--- config.mk ---
export PLATFORM = sky130hd
export DESIGN_NAME = fdiv_ctrl
export DESIGN_NICKNAME = d
export VERILOG_FILES = /design/src/rtl/fdiv_pkg.sv /design/src/rtl/fdiv_iter_cnt.sv /design/src/rtl/fdiv_ctrl.sv
export SDC_FILE = /design/constraint.sdc
export NUM_CORES = 1
export LEC_CHECK = 0
export ABC_AREA = 1
export ABC_CLOCK_PERIOD_IN_PS = 2200
export BUFFER_PORTS_ARGS = -buffer_cell sky130_fd_sc_hd__buf_2
export CAP_MARGIN = 5
export CORE_MARGIN = 5
export CORE_UTILIZATION = 45
export DETAILED_ROUTE_END_ITERATION = 8
export GPL_TIMING_DRIVEN = 0
export MAX_ROUTING_LAYER = met4
export PLACE_DENSITY = 0.66
export SYNTH_ARGS = -nofsm -noshare
export SYNTH_HDL_FRONTEND = slang
export SYNTH_SLANG_ARGS = --single-unit
--- constraint.sdc ---
create_clock -name clk -period 2.2 [get_ports clk]
set_clock_uncertainty 0.1 [all_clocks]
set_input_delay 0.22 -clock clk [delete_from_list [all_inputs] [get_ports clk]]
set_output_delay 0.22 -clock clk [all_outputs]
set_load 0.01 [all_outputs]
--- src/rtl/fdiv_pkg.sv ---
// fdiv_pkg: shared types and constants for the Goldschmidt divider controller.
//   state_t  - controller state encoding
//   OP_*     - fdiv operation select codes
//   RM_*     - fdiv multiplier-operand mux select codes
//   ctl_t    - bundle of all controller outputs
//   decode() - Moore output decode of a state
package fdiv_pkg;

    typedef enum logic [2:0] {
        S_IDLE   = 3'd0,
        S_INIT_A = 3'd1,
        S_INIT_B = 3'd2,
        S_ITER_A = 3'd3,
        S_ITER_B = 3'd4,
        S_ROUND  = 3'd5,
        S_DONE   = 3'd6
    } state_t;

    localparam logic [1:0] OP_INIT  = 2'b00;
    localparam logic [1:0] OP_ITER  = 2'b01;
    localparam logic [1:0] OP_ROUND = 2'b10;

    localparam logic [1:0] RM_INIT = 2'b00;
    localparam logic [1:0] RM_SEED = 2'b01;
    localparam logic [1:0] RM_ITA  = 2'b10;
    localparam logic [1:0] RM_ITB  = 2'b11;

    typedef struct packed {
        logic [1:0] op;
        logic [1:0] rm;
        logic       ena;
        logic       enb;
        logic       enc;
        logic       busy;
        logic       done;
    } ctl_t;

    // ena and enb/enc are never set together, and no enable accompanies OP_ROUND.
    function automatic ctl_t decode(state_t s);
        ctl_t c;
        c = '0;
        c.busy = (s != S_IDLE);
        case (s)
            S_INIT_A: begin c.op = OP_INIT;  c.rm = RM_INIT; c.ena = 1'b1; end
            S_INIT_B: begin c.op = OP_INIT;  c.rm = RM_SEED; c.enb = 1'b1; c.enc = 1'b1; end
            S_ITER_A: begin c.op = OP_ITER;  c.rm = RM_ITA;  c.ena = 1'b1; end
            S_ITER_B: begin c.op = OP_ITER;  c.rm = RM_ITB;  c.enb = 1'b1; c.enc = 1'b1; end
            S_ROUND:  begin c.op = OP_ROUND; c.rm = RM_SEED; end
            S_DONE:   begin c.op = OP_ROUND; c.rm = RM_SEED; c.done = 1'b1; end
            default:  ;
        endcase
        return c;
    endfunction

endpackage

--- src/rtl/fdiv_iter_cnt.sv ---
// fdiv_iter_cnt: Goldschmidt refinement iteration counter.
//   clk, reset - clock, async active-high reset
//   clr        - clear count to zero
//   inc        - count one completed ITER_A/ITER_B pair
//   tc         - high when the pair being finished is the last one (cnt == NITER-1)
//   cnt        - current completed-pair count
module fdiv_iter_cnt #(
    parameter int NITER = 5,
    parameter int W     = $clog2(NITER + 1)
) (
    input  logic         clk,
    input  logic         reset,
    input  logic         clr,
    input  logic         inc,
    output logic         tc,
    output logic [W-1:0] cnt
);

    always_ff @(posedge clk or posedge reset) begin
        if (reset)
            cnt <= '0;
        else if (clr)
            cnt <= '0;
        else if (inc)
            cnt <= cnt + W'(1);
    end

    // Looked at while in ITER_B: this exit brings the count up to NITER.
    assign tc = (cnt == W'(NITER - 1));

endmodule

--- src/rtl/fdiv_ctrl.sv ---
// fdiv_ctrl: sequencing FSM for the Goldschmidt fdiv datapath (instantiated
// beside this block at top level; no arithmetic here).
//   clk, reset      - clock, async active-high reset
//   start           - begin a divide (sampled only in IDLE)
//   abort           - synchronous cancel of an in-flight divide
//   op, rm          - fdiv operation select / multiplier-operand mux select
//   ena, enb, enc   - fdiv register-bank load enables
//   busy            - high in every state but IDLE
//   done            - one-cycle pulse, fdiv Q valid
module fdiv_ctrl
    import fdiv_pkg::*;
#(
    parameter int NITER = 5
) (
    input  logic       clk,
    input  logic       reset,
    input  logic       start,
    input  logic       abort,
    output logic [1:0] op,
    output logic [1:0] rm,
    output logic       ena,
    output logic       enb,
    output logic       enc,
    output logic       busy,
    output logic       done
);

    localparam int CW = $clog2(NITER + 1);

    state_t        state, nxt;
    ctl_t          ctl_q;
    logic          cnt_clr, cnt_inc, cnt_tc;
    logic [CW-1:0] cnt;

    assign cnt_clr = (state == S_IDLE) && start;
    assign cnt_inc = (state == S_ITER_B) && !abort;

    fdiv_iter_cnt #(.NITER(NITER), .W(CW)) u_cnt (
        .clk   (clk),
        .reset (reset),
        .clr   (cnt_clr),
        .inc   (cnt_inc),
        .tc    (cnt_tc),
        .cnt   (cnt)
    );

    // Abort only matters outside IDLE, so start always wins in IDLE.
    always_comb begin
        nxt = state;
        if (state == S_IDLE) begin
            if (start) nxt = S_INIT_A;
        end else if (abort) begin
            nxt = S_IDLE;
        end else begin
            case (state)
                S_INIT_A: nxt = S_INIT_B;
                S_INIT_B: nxt = S_ITER_A;
                S_ITER_A: nxt = S_ITER_B;
                S_ITER_B: nxt = cnt_tc ? S_ROUND : S_ITER_A;
                S_ROUND:  nxt = S_DONE;
                default:  nxt = S_IDLE;
            endcase
        end
    end

    // Outputs are registered from the decode of the next state, so they are
    // glitch-free yet still exactly the Moore decode of the state register.
    always_ff @(posedge clk or posedge reset) begin
        if (reset) begin
            state <= S_IDLE;
            ctl_q <= '0;
        end else begin
            state <= nxt;
            ctl_q <= decode(nxt);
        end
    end

    assign op   = ctl_q.op;
    assign rm   = ctl_q.rm;
    assign ena  = ctl_q.ena;
    assign enb  = ctl_q.enb;
    assign enc  = ctl_q.enc;
    assign busy = ctl_q.busy;
    assign done = ctl_q.done;

endmodule

After elaboration in Yosys (flattened, before gate mapping). Cells that the tools add are included.

Multiplexer cells: 11. Reduce and logical (&&, ||, !) cells: 9. Equality and inequality tests: 12. Add/subtract/negate cells: 1.

Operators with widths (count): $eq A3 B3 Y1 const B (6); $mux W3 (6); $pmux W4 S4 (1); $pmux W3 S5 (1); $eq A3 B2 Y1 const B (4); $eq A3 B1 Y1 const B (2); $reduce_or A2 Y1 (3); $add A3 B1 Y3 const B (1); $logic_not A3 Y1 (1); $reduce_bool A3 Y1 (1); $logic_and A1 B1 Y1 (2); $mux W1 (2); $mux W2 (1); $reduce_bool A2 Y1 (1); $logic_not A1 Y1 (1).

Word-level logic and storage cells: 42. Input bits: 4. Output and inout bits: 9. Register bits after elaboration: 15.

Longest topological paths before layout.
Depth in word-level cells: 8. Mapped depth: 9. Depth with buffers taken out: 9.

Cells and area by module. A second synthesis with hierarchy kept.

Cells, all modules: 79. Area total of the unflattened synthesis: 678.2 µm².

By module, submodules not included: fdiv_ctrl (times used 1, cells each 57, area each 505.5 µm², sequential area each 250.2 µm²); fdiv_iter_cnt (times used 1, cells each 22, area each 172.7 µm², sequential area each 75.1 µm²).

Worst setup path before layout. Ideal clock, no wire load.

Kind: flip-flop to flip-flop. From: reg u_cnt.cnt[0]. To: reg ctl_q (netlist bit enb). Path buffers: 0. Period minus slack after synthesis: 1279 ps. Library setup time: 119 ps. Stages on the path, launching flop included: 10. Path slack: 921 ps. Required time: 1981 ps. Arrival: 1060 ps. Cell sequence: dfrtp_1 inv_1 ha_1 nand2_1 nor2_1 nor2_1 nor2_4 inv_2 nand2_1 nand2_1.

Cells in the longest elaborated chain, start to end: 8. Elaborated cells between the ends (all ways): 9. Those cells by class: 3 x eq/ne; 5 x mux; 1 x reduce/logical.

RTL lines: from (decl) (line fdiv_iter_cnt.sv:16) `output logic [W-1:0] cnt`; from (signal assigned) (line fdiv_iter_cnt.sv:25) `cnt <= cnt + W'(1);`; $eq A3 B3 Y1 * (line fdiv_iter_cnt.sv:29) `assign tc = (cnt == W'(NITER - 1));`; $mux W3 * (line fdiv_ctrl.sv:59) `S_ITER_B: nxt = cnt_tc ? S_ROUND : S_ITER_A;`; $pmux W3 S5 * (line fdiv_ctrl.sv:55) `case (state)`; $mux W3 * (line fdiv_ctrl.sv:52) `end else if (abort) begin`; $mux W3 * (line fdiv_ctrl.sv:50) `if (state == S_IDLE) begin`; net nxt[2] (line fdiv_ctrl.sv:30) `state_t state, nxt;`; $eq A3 B3 Y1 or $eq A3 B2 Y1 (tied branches) (line fdiv_pkg.sv:43) `case (s)`; $reduce_or A2 Y1 (no source line) *; $mux W2 * (line fdiv_pkg.sv:43); to (signal assigned) (line fdiv_ctrl.sv:74) `ctl_q <= decode(nxt);`; to (decl) (line fdiv_ctrl.sv:31) `ctl_t ctl_q;`.

The timed path passes the listed nets; every way through them passes the cells marked *. A chain may end at the register's enable or synchronous reset.

Worst setup path after layout. Ends and elaborated chain as after synthesis.

==> flow_summary.json <==
{
  "setup_ws_ns": 0.786,
  "slowest_stage": "dfrtp_1",
  "synth_area_leader_cell": "dfrtp_1",
  "clk_pin_slew_worst_paths_ns": 0.08,
  "layout-drive-gt1-share": 0.373,
  "ant_nets": 0,
  "path_buf_inv": 2,
  "status": "completed",
  "arrival_ns": 1.48,
  "dp.cells": 93,
  "netlist_area_um2": 623,
  "p_leak_uw": 0.000419,
  "synth_top_family_by_area": "simple AND/OR/NAND/NOR gates",
  "hold_class": "input port to register",
  "final_cells": 98,
  "grt_max_degree": 14,
  "ff2ff_setup_slack_ns": 0.79,
  "numCtsBuffers": 3,
  "h-tree-depth": 1,
  "layout_min_cycle_time_ns": 1.41,
  "rsz0062_at_grt": "no",
  "hold_depth": 4,
  "cts_max_path_buffers": 2,
  "tightest_slew_ns": 0.489,
  "die-height_um": 47.2,
  "grt_pass1_vias": 457,
  "hold_path_end": "op[0]",
  "synth_fp_nets": 72,
  "num_rows": 13,
  "wl_um": 1120,
  "synthSimpleGateAreaFrac": 0.295,
  "critical_path_cell_count": 9,
  "die_w_um": 47.2,
  "r2r_start": "u_cnt.cnt[0]",
  "synth_seq_area_share": 0.522,
  "routed_via_density": 4.83,
  "drtPass1Iterations": 4,
  "cts_tree": "done",
  "place.port_buffers": 12,
  "synthMuxAreaShare": 0,
  "synth_seq_cells": 13,
  "wl_per_cell_um": 11.4,
  "root_buffer": "clkbuf_4",
  "max_freq_mhz": 707,
  "gr-total-overflow": 0,
  "final_util": 0.567,
  "cts_sinks": 13,
  "crit_path_end_kind": "register",
  "path_cells": "inv_1 > ha_1 > nand2_1 > nor2_1 > nor2_1 > nor2_4 > inv_2 > nand2_1 > nand2_1",
  "reg2regPathDepth": 9,
  "cpMostUsedCell": "nand2_1",
  "p_per_area_mw_per_mm2": 1260,
  "ir_worst_vdd_uv": 583,
  "min_period_over_period": 0.643,
  "antenna_cells": 0,
  "hp-start": "abort",
  "coreArea_mm2": 0.00130,
  "drt-initial-drc-count": 7,
  "start_kind": "register",
  "r2r_end": "enb",
  "yosysTopAreaCellShare": 0.522,
  "setup_viol": 0,
  "synth_area_leaders": "dfrtp_1 52%, nand2_1 6.6%, inv_1 5.4%",
  "fin_tns_setup_ns": 0,
  "vias": 473,
  "hold_viol_final": 0,
  "yosysWarnings": 0,
  "clk_latency_ns": 0.28,
  "relSlewSlack": 0.674,
  "area_growth_pct": 18.5,
  "fin_hold_ws_ns": 0.203,
  "drc": 0,
  "max_stage_delay_ns": 0.39,
  "grt_pass1_wl_um": 1820,
  "antenna_found_initial": 0,
  "cp_max_fo": 6,
  "finalMaxSlewViolations": 0,
  "cts_resized": 0,
  "synth_xor_area_frac": 0.0141,
  "synthAdderAreaFrac": 0.0402,
  "gp_congestion": 0.684,
  "synth.distinct_cells": 17,
  "pre_cts_slack_ns": 0.792,
  "grt_usage": 0.123,
  "drv_cap": 0,
  "io_pins": 13,
  "crit_type": "register to register",
  "crit_family": "simple AND/OR/NAND/NOR gates",
  "crit_required_ns": 2.27,
  "nets": 90,
  "dieArea_mm2": 0.00223,
  "synth_cells": 66,
  "start_util": 0.479,
  "dp_hpwl_um": 868,
  "synth_compound_area_frac": 0.0321,
  "synth_area_per_cell_um2": 9.44
}
[metrics by stage]
step                instance area, um2  total power [uW]
floorplan                          623               674
global placement                   702               770
CTS                                738               945
global route                       738              1000
finish                             738               932
detailed placement                 702               793
[Yosys cell counts (all sizes together)]
| cell | count |
|---|---|
| nand2 | 15 |
| o21ai | 3 |
| buf | 2 |
| ha | 2 |
| xor2 | 1 |
| dfrtp | 13 |
| inv | 12 |
| nor2 | 7 |
| nand4 | 1 |
| a21oi | 1 |
| nand3 | 9 |
[worst min-delay path, cell delays in order]
cell and delay (ns):
buf_2 0.07, inv_1 0.09, nand2_2 0.12, a21oi_1 0.05
[worst max path at each step]
stage | startpoint | to | slack, ns
detailed placement | u_cnt.cnt[0] | enb | 0.79
floorplan | u_cnt.cnt[0] | enb | 0.92
CTS | u_cnt.cnt[0] | enb | 0.78
global placement | u_cnt.cnt[0] | enb | 0.82
finish | u_cnt.cnt[0] | enb | 0.79
global route | u_cnt.cnt[0] | enb | 0.66
[kinds of logic (layout without fill, tap and decap cells)]
| kind of cell | count (synthesis) | count (layout) |
|---|---|---|
| and+or+nand+nor | 32 | 32 |
| DFF | 13 | 13 |
| buffers and inverters | 14 | 31 |
| AOI/OAI and AO/OA | 4 | 4 |
| xor gates and xnor gates | 1 | 1 |
| adders and majority gates | 2 | 2 |
[where the power goes]
| group | switching (uW) | internal (uW) | total (uW) | leakage (uW) |
|---|---|---|---|---|
| clock | 78.7 | 70.3 | 149 | 0.0000150 |
| combinational | 258 | 158 | 416 | 0.000234 |
| sequential | 47.8 | 320 | 368 | 0.000170 |
| total | 384 | 548 | 932 | 0.000419 |
[area by class of cell]
class                   count  area, um2
well taps                  15       18.8
clock buffers               4       26.3
plain buffers               2       15.0
inverters                  12       45.0
fillers                   118        563
flip-flops and latches     13        325
multi-input cells          39        238
repair buffers             13       70.1
[metal layers]
metal  vias up  track usage  share of wire
li1        235            -              -
met1       227        0.121           0.41
met2         9        0.225           0.54
met3         2       0.0230          0.037
met4         0       0.0663          0.015
met5         -            -              0
[what timing repair did]
item | in CTS | in global routing
hold buffers | 1 | 0
buffers inserted | 0 | 0
hold endpoints to repair | 13 | 0
[sequential cells by signal (all words and copies together) (netlist names)]
name	flops
op	2
ena	1
enb	1
done	1
rm	1
busy	1
u_cnt.cnt	3
state	3
[cell usage in the layout (no fill, tap or decap), types with 6 or more instances in the layout]
cell,count
buf_2,12
inv_1,9
nand2_1,11
nand3_1,6
dfrtp_1,13
Note: power is estimated with default switching activity, not from simulation.
